File: config.mk
export PLATFORM = sky130hd
export DESIGN_NAME = comp_writeback
export DESIGN_NICKNAME = d
export VERILOG_FILES = /design/src/rtl/comp_pkg.sv /design/src/rtl/comp_irq_coalesce.sv /design/src/rtl/comp_writeback.sv
export SDC_FILE = /design/constraint.sdc
export NUM_CORES = 1
export LEC_CHECK = 0
export ABC_AREA = 0
export CORE_UTILIZATION = 45
export DETAILED_ROUTE_END_ITERATION = 10
export PLACE_DENSITY = 0.76
export SLEW_MARGIN = 20
export SYNTH_ARGS = -nofsm -noshare
export SYNTH_HDL_FRONTEND = slang
export SYNTH_SLANG_ARGS = --single-unit
File: constraint.sdc
create_clock -name clk -period 4.27 [get_ports clk]
set_clock_uncertainty 0.15 [all_clocks]
set_input_delay 0.854 -clock clk [delete_from_list [all_inputs] [get_ports clk]]
set_output_delay 0.854 -clock clk [all_outputs]
set_load 0.005 [all_outputs]
File: src/rtl/comp_pkg.sv
// Shared definitions for the completion writeback path: default widths,
// FSM state encoding and the status-word layout written back to memory.
package comp_pkg;

    localparam int ADDRW_DEF = 24;
    localparam int DATAW_DEF = 32;
    localparam logic [23:0] STATUS_OFF_DEF = 24'h000004;

    // Width of the coalescing counter; COAL is limited to 1..255.
    localparam int PEND_W = 8;

    typedef logic [1:0] state_t;
    localparam state_t IDLE = 2'd0;
    localparam state_t REQ  = 2'd1;
    localparam state_t DONE = 2'd2;

    localparam logic [7:0]  TAG_HI = 8'hC0;
    localparam logic [15:0] TAG_LO = 16'h0001;

    function automatic logic [31:0] status_word(input logic [7:0] seq);
        return {TAG_HI, seq, TAG_LO};
    endfunction

endpackage

File: src/rtl/comp_irq_coalesce.sv
// Coalesces completion pulses into a level interrupt and tracks the sticky
// grant-timeout flag; both are cleared by the host through irq_clr.
module comp_irq_coalesce
    import comp_pkg::*;
#(
    parameter int COAL = 4
) (
    input  logic clk,
    input  logic rst_n,
    input  logic done,
    input  logic tmo,
    input  logic irq_clr,
    output logic irq,
    output logic err
);

    localparam logic [PEND_W-1:0] COAL_LAST = PEND_W'(COAL - 1);

    logic [PEND_W-1:0] pending;
    logic              hit;

    assign hit = done && (pending == COAL_LAST);

    always_ff @(posedge clk) begin
        if (!rst_n) begin
            pending <= '0;
        end else if (done) begin
            pending <= hit ? '0 : pending + 1'b1;
        end
    end

    // A threshold crossing in the same cycle as a host clear keeps irq set,
    // so no interrupt is ever lost to a racing clear.
    always_ff @(posedge clk) begin
        if (!rst_n) begin
            irq <= 1'b0;
        end else if (hit) begin
            irq <= 1'b1;
        end else if (irq_clr) begin
            irq <= 1'b0;
        end
    end

    always_ff @(posedge clk) begin
        if (!rst_n) begin
            err <= 1'b0;
        end else if (tmo) begin
            err <= 1'b1;
        end else if (irq_clr) begin
            err <= 1'b0;
        end
    end

endmodule

File: src/rtl/comp_writeback.sv
// Turns each completion address into one status-word write on the shared
// memory port, counts completions and guards against a hung grant.
module comp_writeback
    import comp_pkg::*;
#(
    parameter int               ADDRW      = ADDRW_DEF,
    parameter int               DATAW      = DATAW_DEF,
    parameter logic [ADDRW-1:0] STATUS_OFF = ADDRW'(STATUS_OFF_DEF),
    parameter int               COAL       = 4,
    parameter int               TMO        = 64
) (
    input  logic             clk,
    input  logic             rst_n,
    input  logic             valid_in,
    input  logic [ADDRW-1:0] data_in,
    output logic             ready_out,
    output logic             wr_req,
    output logic [ADDRW-1:0] wr_addr,
    output logic [DATAW-1:0] wr_data,
    input  logic             wr_gnt,
    output logic             irq,
    input  logic             irq_clr,
    output logic [15:0]      comp_count,
    output logic             err,
    output logic [ADDRW-1:0] err_addr
);

    localparam int           TW       = (TMO > 2) ? $clog2(TMO) : 1;
    localparam logic [TW-1:0] TMO_LAST = TW'(TMO - 1);

    state_t        state;
    logic [TW-1:0] tmo_cnt;
    logic [7:0]    seq;
    logic          done_pulse;
    logic          tmo_pulse;

    // ready_out is a strobe back to comp_queue: an item moves only on a
    // clock edge where both valid_in and ready_out are high.
    assign ready_out  = (state == IDLE);
    assign done_pulse = (state == DONE);
    // The grant is checked first, so a grant on the last allowed cycle wins.
    assign tmo_pulse  = (state == REQ) && !wr_gnt && (tmo_cnt == TMO_LAST);

    always_ff @(posedge clk) begin
        if (!rst_n) begin
            state      <= IDLE;
            wr_req     <= 1'b0;
            wr_addr    <= '0;
            wr_data    <= '0;
            tmo_cnt    <= '0;
            seq        <= '0;
            comp_count <= '0;
        end else begin
            case (state)
                IDLE: begin
                    if (valid_in) begin
                        wr_addr <= data_in + STATUS_OFF;
                        wr_data <= DATAW'(status_word(seq));
                        wr_req  <= 1'b1;
                        tmo_cnt <= '0;
                        state   <= REQ;
                    end
                end
                REQ: begin
                    if (wr_gnt) begin
                        wr_req <= 1'b0;
                        state  <= DONE;
                    end else if (tmo_pulse) begin
                        wr_req <= 1'b0;
                        state  <= IDLE;
                    end else begin
                        tmo_cnt <= tmo_cnt + 1'b1;
                    end
                end
                DONE: begin
                    comp_count <= comp_count + 16'd1;
                    seq        <= seq + 8'd1;
                    state      <= IDLE;
                end
                default: begin
                    wr_req <= 1'b0;
                    state  <= IDLE;
                end
            endcase
        end
    end

    // Only the first timed-out address is kept until the host clears err.
    always_ff @(posedge clk) begin
        if (!rst_n) begin
            err_addr <= '0;
        end else if (tmo_pulse && !err) begin
            err_addr <= wr_addr;
        end
    end

    comp_irq_coalesce #(
        .COAL (COAL)
    ) u_coalesce (
        .clk     (clk),
        .rst_n   (rst_n),
        .done    (done_pulse),
        .tmo     (tmo_pulse),
        .irq_clr (irq_clr),
        .irq     (irq),
        .err     (err)
    );

endmodule

**After elaboration in Yosys (flattened, before gate mapping)**

Cells that the tools add are included.

- Output and inout port bits: 100
- Bits of input ports: 29
- Logic and storage cells: 55
- Flip-flop bits (word level): 101

- Reductions and logical operators: 14
- Bitwise operators: 1
- Equality and inequality tests: 8
- Mux-type cells: 16
- $add $sub $neg: 5

Operators with widths:

| kind | number |
|---|---|
| 24-bit by 3-bit adder with 24-bit output (second input constant) | 1 |
| 6-bit two-way mux | 3 |
| 16-bit by 1-bit adder with 16-bit output (second input constant) | 1 |
| 8-bit by 1-bit adder with 8-bit output (second input constant) | 2 |
| 6-bit case mux with 2 select lines | 1 |
| 8-bit by 2-bit equality test with 1-bit output (second input constant) | 1 |
| 8-bit two-way mux | 1 |
| 6-bit by 1-bit adder with 6-bit output (second input constant) | 1 |
| 6-bit equality test (second input constant) | 1 |
| 1-bit two-way mux | 6 |
| 2-bit two-way mux | 3 |
| 2-bit != test (second input constant) | 3 |
| 2-bit nonzero test | 3 |
| 1-bit logical AND | 4 |
| 2-bit case mux with 2 select lines | 1 |
| 2-bit AND reduction | 2 |
| 4-bit AND reduction | 1 |
| 3-bit != test (second input constant) | 1 |
| 1-bit case mux with 3 select lines | 1 |
| 3-bit AND reduction | 1 |
| 2-bit by 1-bit equality test with 1-bit output (second input constant) | 1 |
| 2-bit equality test (second input constant) | 1 |
| 1-bit zero test | 2 |
| 2-bit zero test | 1 |
| 1-bit inverter | 1 |

**Longest topological paths before layout**

Gate-level depths: netlist (run 1).

- Depth in word-level cells: 6
- Depth in mapped cells: 7
- Depth with buffers taken out: 5

**Cells and area by module**

From an unflattened synthesis (run 1), not the netlist that was laid out.

- Cells, all modules: 526
- Area, all modules: 4,485.6 µm²

By module, submodules not included:

| module | cells an instance | area an instance (µm²) | instances | seq. area each (µm²) |
|---|---|---|---|---|
| comp_writeback | 479 | 4,023.9 | 1 | 1,801.7 |
| comp_irq_coalesce | 47 | 461.7 | 1 | 200.2 |

**Worst setup path after synthesis (run 1)**

Ideal clock, no wire load.

- Path type: input port to flip-flop
- Start point: in data_in[2]
- End point: reg wr_addr[20]
- Library setup time: 74 ps
- Data required time: 4,046 ps
- Slack: 1,797 ps
- Path buffers: 0
- Stages on the path: 5
- Data arrival time: 2,249 ps
- Path through: ha_1 -> nand4_2 -> or4_4 -> or3_1 -> a31oi_1

- Word-level cells in the longest chain between the ends: 1

Ends and longest elaborated chain:

| item | line | text |
|---|---|---|
| from (decl) | comp_writeback.sv:15 | `input logic [ADDRW-1:0] data_in,` |
| 24-bit by 3-bit adder with 24-bit output | comp_writeback.sv:57 | `wr_addr <= data_in + STATUS_OFF;` |
| to (signal assigned) | comp_writeback.sv:57 |  |
| to (decl) | comp_writeback.sv:18 | `output logic [ADDRW-1:0] wr_addr,` |

Every way passes these cells.
A chain may end at the register's enable or synchronous reset.

**Worst setup path after layout (run 1)**

Same ends and word-level chain as after synthesis.

==> flow_summary.ini, run 1 <==
[status]
outcome = finished, final reports clean

[placed_design]
gp_congestion = 0.901
hpwlAfterDp_um = 7160
place_area_um2 = 5500
preCtsSetupSlack_ns = 1.01
io_buffers = 107

[routing]
drt-initial-drc-count = 132
first_pass_iters = 4
routed_wl_um = 10200
wl_per_cell_um = 13.5
via_per_inst = 5.18
drc = 0
drtAntennaViolNets = 0
via_count = 3928

[sta]
hold_violations = 0
drv_slew = 0
max_slew_margin_pct = 32.4
fmax_ghz = 0.346
fin_crit_sh_pct = 67.7
tightest_slew_ns = 1.01
tns_ns = 0
fin_crit_ns = 2.89
setup_violations = 0
finalWorstSetupSlack_ns = 1.38
rsz0062_at_grt = false

[setup_path]
path_max_fanout = 6
crit_arrival_ns = 3.04
startpoint = data_in[2]
cp-end-kind = flip-flop
startpoint_type = primary input
crit_required_ns = 4.42
r2r-start = state[1]
crit_type = primary input to flip-flop

[logic_synthesis]
ys_seq_area_share_pct = 45.1
yosys.area.top_type_share_pct = 45.1
ys_ff_latch = 100
yosysMostFrequentCell = dfxtp_1
synth-edff-count = 0
yosys.area.top_type = dfxtp_1
ys.flop_type = dfxtp_1
synth-async-reset-ratio_pct = 0
yosys-top-cells-count = dfxtp_1, nand2_1, o21ai_0
synth_cells = 535
synth.area.top_cells = dfxtp_1, nand2_1, o21ai_0, nand3_1, xor2_1
syn_avg_cell_area_um2 = 8.30
ys_warn_count = 0
synthesis.area_um2 = 4440
ys_types = 44

[clock_network]
clkTransAtPathRegs_ns = 0.11
tritoncts = built
cts_resized = 0
cts_hold_buf = 0
clk_path_buf_depth = 2
htree_levels = 3
cts_setup_buffers = 0
cts.sinks = 100
clkLatencyLatePin_ns = 0.37
root_buffer = clkbuf_8
cts_inserted_buffers = 9

[final_layout]
layout.nets = 659
drive_gt1_share_pct = 4.29
n_antenna_cell = 0
fin_area_um2 = 5720
area_growth_pct = 28.8

[power]
powerDensity_nw_per_um2 = 324
combPwrFrac_pct = 10.1
pwr-share-seq_pct = 52.9
p_int_mw = 1.39
p_sw_share_pct = 25.1
leakagePower_nw = 1.99
p_clk_share_pct = 37.0
p_sw_mw = 0.466
ir_worst_vdd_uv = 212

[global_route]
grt_max_degree = 55
grt_util_met2_pct = 34.3
grt_pass1_vias = 3558
grt_overflow = 0
grt_pass1_wl_um = 16400
top_usage_layer = met2
grt.total_usage_pct = 20.2
use_met1_pct = 24.1
antenna_found_initial = 0
grt_use_met3_pct = 7.87

[min_path]
hp-class = flip-flop to flip-flop
hp-start = err_addr[14]

[floorplanning]
core-area_um2 = 9420
fp.dieW_um = 101
rows = 35
die_h_um = 101
design.die.area_um2 = 10300
ios = 129
start_util_pct = 47.2

[run]
drv_cap = 0
-- area by class of cell --
type | instances | area, um^2
clock buffers | 9 | 124
well taps | 129 | 161
repair buffers | 111 | 1100
inverters | 6 | 22.5
clock inverters | 7 | 103
flip-flops and latches | 100 | 2000
fillers | 810 | 3690
multi-input cells | 397 | 2210
-- cells in the final DEF, fill, tap and decap left out, types with 3 or more instances in the layout --
cell type / Yosys / layout
nand2_1: 75 / 75
and3_1: 8 / 8
a211oi_1: 5 / 5
o21ai_1: 4 / 4
a31oi_1: 6 / 6
buf_4: 23 / 4
conb_1: 1 / 21
inv_6: 0 / 4
nand3_1: 42 / 42
or3_1: 10 / 10
a21oi_1: 32 / 32
clkbuf_8: 0 / 9
xor2_1: 21 / 21
nand2b_1: 3 / 3
and4_1: 3 / 3
o211ai_1: 3 / 3
dfxtp_1: 100 / 100
nor4_1: 5 / 4
nor2_1: 40 / 40
nand4_1: 15 / 15
inv_1: 5 / 5
nor3_1: 7 / 7
o21ai_0: 47 / 47
xnor2_1: 17 / 17
nor2b_1: 3 / 3
clkdlybuf4s50_1: 0 / 106
ha_1: 5 / 5
-- per-stage QoR --
step / power (mW) / hold slack [ns] / instances / util [%]
5_1_grt: 1.92 / 0.322 / 759 / 60.8
4_1_cts: 1.87 / 0.313 / 759 / 60.8
2_1_floorplan: 1.09 / 0.294 / 555 / -
3_3_place_gp: 1.18 / 0.287 / 743 / 58.4
3_5_place_dp: 1.19 / 0.294 / 743 / 58.4
6_report: 1.85 / 0.307 / 759 / 60.8
-- worst max-delay path: stages --
cell,delay (ns)
clkdlybuf4s50_1,0.57
ha_1,0.26
nand4_2,0.21
or4_4,0.60
or3_1,0.37
a31oi_1,0.17
-- power by group through the flow --
stage	Clock, mW	Combinational (mW)	Sequential [mW]
after floorplan	0	0.0980	0.996
after global placement	0	0.181	1.00
after detailed placement	0	0.186	1.00
after CTS	0.701	0.188	0.981
after global routing	0.732	0.206	0.985
final	0.686	0.187	0.981
-- state kept, by name, summed over array words and instances (netlist names), 2 cells and up --
| register | flops |
|---|---|
| seq | 8 |
| state | 2 |
| tmo_cnt | 6 |
| err_addr | 24 |
| wr_data | 9 |
| wr_addr | 24 |
| comp_count | 16 |
| u_coalesce.pending | 8 |
-- layer usage --
metal / share of wire [%] / wire length (um) / vias up
li1: - / - / 1993
met1: 44 / 4460 / 1817
met2: 48 / 4870 / 109
met3: 7.6 / 781 / 9
met4: 0.93 / 95 / 0
met5: 0 / 0 / -
-- logic make-up after synthesis --
| family | Yosys count | synth area share [%] |
|---|---|---|
| muxes | 2 | 0.451 |
| DFF | 100 | 45.1 |
| adders and majority gates | 5 | 1.41 |
| xor gates and xnor gates | 38 | 7.49 |
| buffers and inverters | 58 | 7.04 |
| other | 1 | 0.0844 |
| and+or+nand+nor | 227 | 25.7 |
| AOI/OAI and AO/OA | 104 | 12.8 |
-- final timing paths --
check | slack, ns | depth (start not counted) | endpoint
max | 1.38 | 6 | wr_addr[20]
min reg2reg | 0.31 | 2 | err_addr[14]
min | 0.31 | 2 | err_addr[14]
max reg2reg | 1.89 | 4 | u_coalesce.pending[1]
No activity file was read; power rests on OpenSTA's default activity.
==> run 2, diff against run 1 <==
Settings changed: CORE_UTILIZATION 45 to 43.
Clock period 4.27 ns to 2.6 ns, I/O delays scaled along.
==> flow_summary.ini, run 2 (synthesis gave the netlist of run 1 again) <==
[routing]
drtAntennaViolNets = 0
via_per_inst = 5.14
drt-initial-drc-count = 154
first_pass_iters = 4
via_count = 4040
routed_wl_um = 10500
drc = 0
wl_per_cell_um = 13.4

[setup_path]
rrSetupSlack_ns = 0.43
r2r-start = state[1]
startpoint_type = primary input
crit_arrival_ns = 2.45
cp-end-kind = flip-flop
reg2reg_to = comp_count[14]
path_max_fanout = 7
crit_required_ns = 2.75
crit_type = primary input to flip-flop
rr_worst_depth = 4

[floorplanning]
ios = 129
fp.dieW_um = 104
die_h_um = 104
design.die.area_um2 = 10700
core-area_um2 = 9910
start_util_pct = 44.8
rows = 36

[final_layout]
fin_util_pct = 59.9
fin_cells = 786
drive_gt1_share_pct = 7.66
layout.nets = 682
n_antenna_cell = 0
fin_area_um2 = 5940
final_common_cell = clkdlybuf4s50_1
num-fill-cells = 878
final_cell_mix = clkdlybuf4s50_1, dfxtp_1, nand2_1
area_growth_pct = 33.7
top_regs = err_addr: 24 flops, wr_addr: 24 flops, comp_count: 16 flops

[placed_design]
preCtsSetupSlack_ns = -0.0735
place_area_um2 = 5700
io_buffers = 107
gp_congestion = 0.922
hpwlAfterDp_um = 7610
dp.cells = 770

[clock_network]
cts_inserted_buffers = 9
root_buffer = clkbuf_8
cts_resized = 0
cts_setup_buffers = 0
clkTransAtPathRegs_ns = 0.11
clkLatencyLatePin_ns = 0.36
clk_path_buf_depth = 2
cts_hold_buf = 0
tritoncts = built
cts.sinks = 100
htree_levels = 3

[sta]
drv_slew = 0
rsz0062_at_grt = false
tns_ns = 0
hold_violations = 0
max_slew_margin_pct = 58.7
tightest_slew_ns = 0.619
finalWorstSetupSlack_ns = 0.302
fmax_ghz = 0.435
setup_violations = 0
fin_crit_ns = 2.30
fin_crit_sh_pct = 88.4
holdWs_ns = 0.311

[global_route]
grt_max_degree = 49
grt.total_usage_pct = 19.6
grt_pass1_vias = 3706
antenna_found_initial = 0
grt_pass1_wl_um = 17400
grt_overflow = 0

[min_path]
hp-class = flip-flop to flip-flop
hold_path_end = wr_data[23]
hp-start = wr_data[23]
hold_depth = 2

[power]
leakagePower_nw = 2.11
ir_worst_vdd_uv = 356
powerDensity_nw_per_um2 = 522
total_power_mw = 3.10

[run]
drv_cap = 0

[status]
outcome = finished, final reports clean
==> run 2: cell count changes in the layout (fill, tap and decap cells not counted), sizes merged <==
cell | before | now
buf | 5 | 28
clkinv | 1 | 2
inv | 9 | 8
==> run 2: where the power goes <==
| part | internal, mW | switching, mW | leakage (nW) |
|---|---|---|---|
| combinational | 0.176 | 0.157 | 1.18 |
| clock | 0.567 | 0.585 | 0.117 |
| sequential | 1.57 | 0.0400 | 0.812 |
==> run 2: cell type report <==
cell class	instances	area [um^2]	share of cell area, %
timing repair buffer	134	1290	21.8
clock buffer	9	124	2.09
sequential	100	2000	33.7
inverter	6	22.5	0.379
tap	133	166	2.80
multi-input combinational	397	2210	37.3
clock inverter	7	115	1.94
==> run 2: worst max path at each step <==
stage / startpoint / depth (start not counted) / slack (ns) / endpoint
after floorplan: data_in[2] / 5 / 0.46 / wr_addr[20]
after global placement: data_in[3] / 6 / -0.02 / wr_addr[23]
after detailed placement: data_in[3] / 6 / -0.07 / wr_addr[23]
after CTS: data_in[3] / 6 / 0.32 / wr_addr[23]
after global routing: data_in[3] / 6 / 0.26 / wr_addr[23]
final: data_in[3] / 6 / 0.30 / wr_addr[23]
==> run 2: critical path, cell delays in order <==
cell and delay, ns:
clkdlybuf4s50_1 0.48, buf_4 0.13, nand4_4 0.10, or4_1 0.65
or3_1 0.41, a31oi_1 0.16
==> run 2: layer usage <==
metal	global-route usage (%)	share of wire (%)
met5	0	0
met4	6.21	1.2
met3	5.22	6.2
met2	34.5	49
met1	23.2	43
